$ cat src/rtl/cpu_types_pkg.sv
// Shared CPU types: the machine word, the fetch queue depth and the queue occupancy classes.
package cpu_types_pkg;
  localparam int WORD_W       = 32;
  localparam int FETCHQ_DEPTH = 4;

  typedef logic [WORD_W-1:0] word_t;

  typedef enum logic [1:0] {
    OCC_EMPTY,
    OCC_PARTIAL,
    OCC_FULL
  } occ_t;

  function automatic occ_t occ_decode(input int cnt, input int depth);
    if (cnt == 0)
      return OCC_EMPTY;
    else if (cnt == depth)
      return OCC_FULL;
    else
      return OCC_PARTIAL;
  endfunction
endpackage

$ cat src/rtl/fetch_queue.sv
// Fetch-to-decode FWFT instruction queue; a written entry reaches the head outputs the next cycle.
// A push is dropped when full unless a pop frees a slot that cycle; flush and reset empty it.
module fetch_queue
  import cpu_types_pkg::*;
#(
  parameter int DEPTH = FETCHQ_DEPTH
) (
  input  logic                   CLK,
  input  logic                   nRST,
  input  logic                   push,
  input  word_t                  instr_in,
  input  word_t                  npc_in,
  input  logic                   pop,
  input  logic                   flush,
  output word_t                  instr_out,
  output word_t                  npc_out,
  output logic                   valid_out,
  output logic                   full,
  output logic                   empty,
  output logic [$clog2(DEPTH):0] count
);
  localparam int PW = $clog2(DEPTH);

  word_t         r_instr_mem [DEPTH];
  word_t         r_npc_mem   [DEPTH];
  logic [PW-1:0] r_head;
  logic [PW-1:0] r_tail;
  logic [PW:0]   r_count;

  occ_t          w_occ;
  logic          w_push_acc;
  logic          w_pop_acc;

  // full/empty come only from the registered count, so push/pop never loop back into them.
  always_comb begin
    w_occ      = occ_decode(int'(r_count), DEPTH);
    empty      = (w_occ == OCC_EMPTY);
    full       = (w_occ == OCC_FULL);
    w_pop_acc  = pop && !empty;
    w_push_acc = push && (!full || w_pop_acc);
    valid_out  = !empty;
    instr_out  = empty ? '0 : r_instr_mem[r_head];
    npc_out    = empty ? '0 : r_npc_mem[r_head];
    count      = r_count;
  end

  always_ff @(posedge CLK or posedge nRST) begin
    if (nRST) begin
      r_head  <= '0;
      r_tail  <= '0;
      r_count <= '0;
    end else if (flush) begin
      r_head  <= '0;
      r_tail  <= '0;
      r_count <= '0;
    end else begin
      if (w_push_acc)
        r_tail <= r_tail + PW'(1);
      if (w_pop_acc)
        r_head <= r_head + PW'(1);
      case ({w_push_acc, w_pop_acc})
        2'b10:   r_count <= r_count + (PW+1)'(1);
        2'b01:   r_count <= r_count - (PW+1)'(1);
        default: r_count <= r_count;
      endcase
    end
  end

  // Storage is never reset; valid_out and the zeroed head outputs hide stale slots.
  always_ff @(posedge CLK) begin
    if (w_push_acc && !flush) begin
      r_instr_mem[r_tail] <= instr_in;
      r_npc_mem[r_tail]   <= npc_in;
    end
  end
endmodule
$ cat config.mk
export PLATFORM = sky130hd
export DESIGN_NAME = fetch_queue
export DESIGN_NICKNAME = d
export VERILOG_FILES = /design/src/rtl/cpu_types_pkg.sv /design/src/rtl/fetch_queue.sv
export SDC_FILE = /design/constraint.sdc
export NUM_CORES = 1
export LEC_CHECK = 0
export ABC_AREA = 1
export CELL_PAD_IN_SITES_DETAIL_PLACEMENT = 1
export CELL_PAD_IN_SITES_GLOBAL_PLACEMENT = 1
export CORE_MARGIN = 5
export CORE_UTILIZATION = 40
export DETAILED_ROUTE_END_ITERATION = 10
export PLACE_DENSITY_LB_ADDON = 0.1
export RECOVER_POWER = 25
export SETUP_SLACK_MARGIN = 0.1
export SYNTH_ARGS = -nofsm -noshare
export SYNTH_HDL_FRONTEND = slang
export SYNTH_SLANG_ARGS = --single-unit
$ cat constraint.sdc
create_clock -name CLK -period 3.8 [get_ports CLK]
set_clock_uncertainty 0.05 [all_clocks]
set_input_delay 0.57 -clock CLK [delete_from_list [all_inputs] [get_ports CLK]]
set_output_delay 0.57 -clock CLK [all_outputs]
set_load 0.1 [all_outputs]
After elaboration in Yosys (flattened, before gate mapping). Memory sizes are Yosys's and may differ from the RTL's. Index checks and enable logic that the tools add are counted.

RAM bits: 256. Logic and storage cells: 37. Register bits: 7. Memories kept: 2.

Memories: r_instr_mem (depth 4, width 32, rd ports 1, clocked after memory_dff 0, wr ports 1, line fetch_queue.sv:24) `word_t r_instr_mem [DEPTH];`; r_npc_mem (depth 4, width 32, rd ports 1, clocked after memory_dff 0, wr ports 1, line fetch_queue.sv:25) `word_t r_npc_mem [DEPTH];`.

$add $sub $neg: 4. Reduce and logical (&&, ||, !) cells: 12. Multiplexer cells: 12. Equal/unequal tests: 4.

Operator list (number): $mux 32 (2); $mux 2 (6); $pmux 3 s2 (1); $add 2x1->2 const B (2); $eq 2x2->1 const B (2); $reduce_bool 2->1 (2); $add 3x1->3 const B (1); $eq 3x3->1 const B (1); $logic_and 1x1->1 (3); $logic_not 1->1 (3); $logic_not 3->1 (1); $mux 3 (1); $reduce_bool 3->1 (1); $sub 3x1->3 const B (1); $eq 2x1->1 const B (1); $logic_not 2->1 (1); $mux 1 (2); $logic_or 1x1->1 (1).

Depth between registers and ports, before layout.
Depth in word-level cells: 11. Gate-level depth with buffers: 11.

Worst setup path before layout. Ideal clock, no wire load.

Kind: register to register. Start point: register r_count[1], in the netlist count[1]. End point: memory r_instr_mem[0][0] in the netlist's numbering (enable). Stages on the path, launching flop included: 7. Buffers on the path: 0. Data arrival time: 4.714 ns. Slack: -1.450 ns. Path through: dfrtp_1 nor2_1 nand2_1 inv_1 nand2_1 nand3_1 nor2_1.

Elaborated cells between the ends (all ways): 14. Classes of those cells: 2 x eq/ne; 4 x mux; 8 x reduce/logical.

RTL lines: from (decl) (line fetch_queue.sv:28) `logic [PW:0] r_count;`; from (signal assigned) (line fetch_queue.sv:62) `2'b10: r_count <= r_count + (PW+1)'(1);`; from (signal assigned) (line fetch_queue.sv:63) `2'b01: r_count <= r_count - (PW+1)'(1);`; from (signal assigned) (line fetch_queue.sv:64) `default: r_count <= r_count;`; $eq 3x3->1 (line cpu_types_pkg.sv:17) `else if (cnt == depth)`; $mux 2 (line cpu_types_pkg.sv:17); $mux 2 * (line cpu_types_pkg.sv:15) `if (cnt == 0)`; $eq 2x2->1 * (line fetch_queue.sv:38) `full = (w_occ == OCC_FULL);`; via full (line fetch_queue.sv:18) `output logic full,`; $logic_not 1->1 * (line fetch_queue.sv:40) `w_push_acc = push && (!full || w_pop_acc);`; $logic_or 1x1->1 * (line fetch_queue.sv:40); $logic_and 1x1->1 * (line fetch_queue.sv:40); $logic_and 1x1->1 * (line fetch_queue.sv:71) `if (w_push_acc && !flush) begin`; $mux 1 * (line fetch_queue.sv:71); $mux 1 (not written as such) * (line fetch_queue.sv:72) `r_instr_mem[r_tail] <= instr_in;`; to (decl) (line fetch_queue.sv:24).

Mark *: on every way through the listed nets, which the timed path passes. The rest lies on a longest branch.

Worst setup path after layout.
Start point: register r_head[0]. End point: output port npc_out[27].

Cells in the longest elaborated chain, start to end: 2.

Ends and longest elaborated chain: from (decl) (line fetch_queue.sv:26) `logic [PW-1:0] r_head;`; from (signal assigned) (line fetch_queue.sv:60) `r_head <= r_head + PW'(1);`; $mem_v2 4x32; $mux 32 (line fetch_queue.sv:43) `npc_out = empty ? '0 : r_npc_mem[r_head];`; to (decl) (line fetch_queue.sv:16) `output word_t npc_out,`.

No other way between the ends.

==> results.md <==
* Result of the run: complete, no violations
* Count of distinct cell types in the synthesized netlist at 20
* Nets in the synthesized netlist at 895
* Signed area change from the synthesized netlist to the final layout at 35.3%
* Synthesized flop and latch total at 263
* Routed len/inst at 20.3 µm
* Number of buffers inserted by hold repair at cts at 0
* Number of cells after detailed placement at 1262
* Core utilization of the finished layout at 54.4%
* Final setup vio count at 0
* Share of the synthesized area in the top cell type at between 70% and 80%
* Endpoint class of the critical path: output port
* Clock period minus worst slack at 3.10 ns
* DP HPWL at 15900 µm
* CTS resizes at 0
* Global-route usage over all layers at a little under a fifth
* Share of the clock period used by the worst path after layout at roughly four fifths
* Power Density at 942 nW/µm²
* Wire length of the first global-routing pass at around 42000 µm
* Fin worst setup slack at about 0.70 ns
* Global-route congestion overflow total at 0
* Type of the most critical hold path: in -> async
* Fraction of the yosys area taken by sequential cells at 75.8%
* Boundary pin count at 139
* Total Die Area at 29200 µm²
* Area of the core region at 25800 µm²
* Transition time at the pin with the least slew margin at between 0.9 and 1 ns
* Largest buffer count on any clock path at 3
* Post-place setup slack at 0.984 ns
* Count of unresolved DRC violations after routing at 0
* Root buf cell: sky130_fd_sc_hd__clkbuf_16
* Post-Syn Instances at 821
* TritonCTS clock tree: yes
* Final routed wirelength across all metal layers at between 20000 and 30000 µm
* Upper clock frequency limit at around 320 MHz
* Tightest slew margin relative to the limit at between 30% and 40%
* Filler-free cell count of the finished design at 1315
* Final antenna-violating net count at 0
* Vias in the first global route at 7641
* Site Rows at 59
* Largest fanout on the critical path at 39
* Final Hold Violating Endpoints at 0
* Maximum number of pins on one net before global-route repair at 130
* Count of pins over their slew limit at 0
* Area leader, netlist: sky130_fd_sc_hd__edfxtp_1
* Fraction of layout cells with a size suffix above 1 at 20.2%
* CTS H-tree depth at 1
* Clock Pin Slew Worst Setup and Hold Paths at around 0.06 ns
* Pleak at 4.79 nW
* Total CTS buffers at 29
* Starting Density at 40.2%
* Yosys Warn Count at 0
* Count of buffers added by post-CTS timing repair for setup at 0
* Post-synthesis instance area at 10400 µm²
* Mean cell area of the mapped netlist at 12.6 µm²
* Total iterations of the first detailed-routing run at 4
* Sum of internal, switching and leakage power at 13.2 mW
* Largest cells by area after synthesis: sky130_fd_sc_hd__edfxtp_1 74%, sky130_fd_sc_hd__nor2_1 9.5%, sky130_fd_sc_hd__o21ai_0 6.2%
* Max VDD drop at 0.000739 V
* Detailed-route via count at 6806
* Vertical extent of the die at about 170 µm
* Width of the chip at 171 µm
* Number of nets in the final layout at around 1.0k
* Number of antenna violations at the first check in global routing at 2
* Data required time at the worst endpoint at about 3.2 ns
* Total number of clock tree sinks at 263
* Initial drt markers at approximately 390
* Number of port buffers at 138
* MaxCap Viol Count at 0
* Later-pin clock latency in the skew report at 0.52 ns
* Worst Setup Start Kind: flip-flop
* Post-Route Hold Slack at 0.372 ns
* Crit path DAT at 2.48 ns
* Critical path start-end classification: reg -> out
* Number of vias per cell after detailed routing at 5.18
* Routability congestion estimate from global placement at 0.739
* Setup repair after global routing missed its margin: false
[flip-flops by register name, summed over array words and instances (netlist names)]
name	flops
count	3
r_head	2
r_instr_mem	128
r_npc_mem	128
r_tail	2
[cell families after synthesis]
family | share of synthesized area [%]
AO/OA/AOI/OAI | 9.61
XOR/XNOR | 0.0845
adder cells (fa/ha/maj) | 0.676
buffers and inverters | 3.32
flip-flops | 75.8
AND/OR/NAND/NOR | 10.5
[per-layer routing]
metal | vias to the layer above | routed length (µm) | global-route usage (%) | part of all wire [%]
met3 | 32 | 1190 | 3.05 | 4.5
met4 | 2 | 367 | 3.62 | 1.4
met5 | - | 13 | 0 | 0.049
met1 | 3465 | 11400 | 23.0 | 43
li1 | 3175 | - | - | -
met2 | 132 | 13700 | 32.8 | 51
[worst max-delay path, cell delays in order (launching register included)]
cell and delay, ns:
sky130_fd_sc_hd__dfrtp_4 0.49, sky130_fd_sc_hd__clkinv_2 0.32, sky130_fd_sc_hd__buf_4 0.43, sky130_fd_sc_hd__o21ai_0 0.25, sky130_fd_sc_hd__a21oi_4 0.25, sky130_fd_sc_hd__buf_12 0.20
[report_power, final]
group | switching (mW) | internal (mW)
Combinational | 4.86 | 2.08
Clock | 1.09 | 1.80
Sequential | 0.0538 | 3.32
[synthesized netlist by cell type, drive strengths merged]
cell / instances
nor2: 262
edfxtp: 256
o21ai: 132
a21oi: 67
buf: 37
inv: 18
clkbuf: 12
nand2: 12
nand3: 9
dfrtp: 7
ha: 4
nand4: 2
clkinv: 1
fa: 1
xnor2: 1
[per-stage QoR]
step | cell area [µm²] | setup TNS (ns)
3_3_place_gp | 13000 | 0
4_1_cts | 14000 | 0
6_report | 14000 | 0
3_5_place_dp | 13000 | 0
2_1_floorplan | 10700 | -120.54
5_1_grt | 14000 | 0
[cell type report]
type | instances | area (µm²)
timing repair buffer | 155 | 2170
multi-input combinational | 490 | 2500
clock buffer | 34 | 744
sequential | 263 | 7870
fill | 2506 | 11700
inverter | 19 | 75.1
antenna | 1 | 2.50
tap | 335 | 419
clock inverter | 18 | 248
[final timing paths]
kind                                           end  startpoint  slack [ns]  cells past startpoint
min in group CLK                         r_tail[1]   r_tail[1]        0.56                      2
worst max-delay path                   npc_out[27]   r_head[0]        0.70                      5
worst min-delay path                      count[0]        nRST        0.37                      2
worst max register to register  r_instr_mem[2][19]    count[0]        1.47                      7
worst min register to register           r_tail[1]   r_tail[1]        0.56                      2
max in group asynchronous                r_head[0]        nRST        3.08                      2
[cells in the final DEF, fill, tap and decap left out, types with 6 or more instances in the layout]
| cell type | count |
|---|---|
| sky130_fd_sc_hd__a21oi_4 | 9 |
| sky130_fd_sc_hd__buf_4 | 17 |
| sky130_fd_sc_hd__o21ai_0 | 128 |
| sky130_fd_sc_hd__clkinv_1 | 7 |
| sky130_fd_sc_hd__nand3_1 | 9 |
| sky130_fd_sc_hd__dlygate4sd3_1 | 37 |
| sky130_fd_sc_hd__nand2_1 | 11 |
| sky130_fd_sc_hd__bufinv_16 | 6 |
| sky130_fd_sc_hd__clkbuf_16 | 29 |
| sky130_fd_sc_hd__a21oi_2 | 55 |
| sky130_fd_sc_hd__clkdlybuf4s50_1 | 35 |
| sky130_fd_sc_hd__edfxtp_1 | 256 |
| sky130_fd_sc_hd__nor2_1 | 258 |
| sky130_fd_sc_hd__inv_1 | 15 |
| sky130_fd_sc_hd__buf_12 | 66 |
No activity file was read; power rests on OpenSTA's default activity.
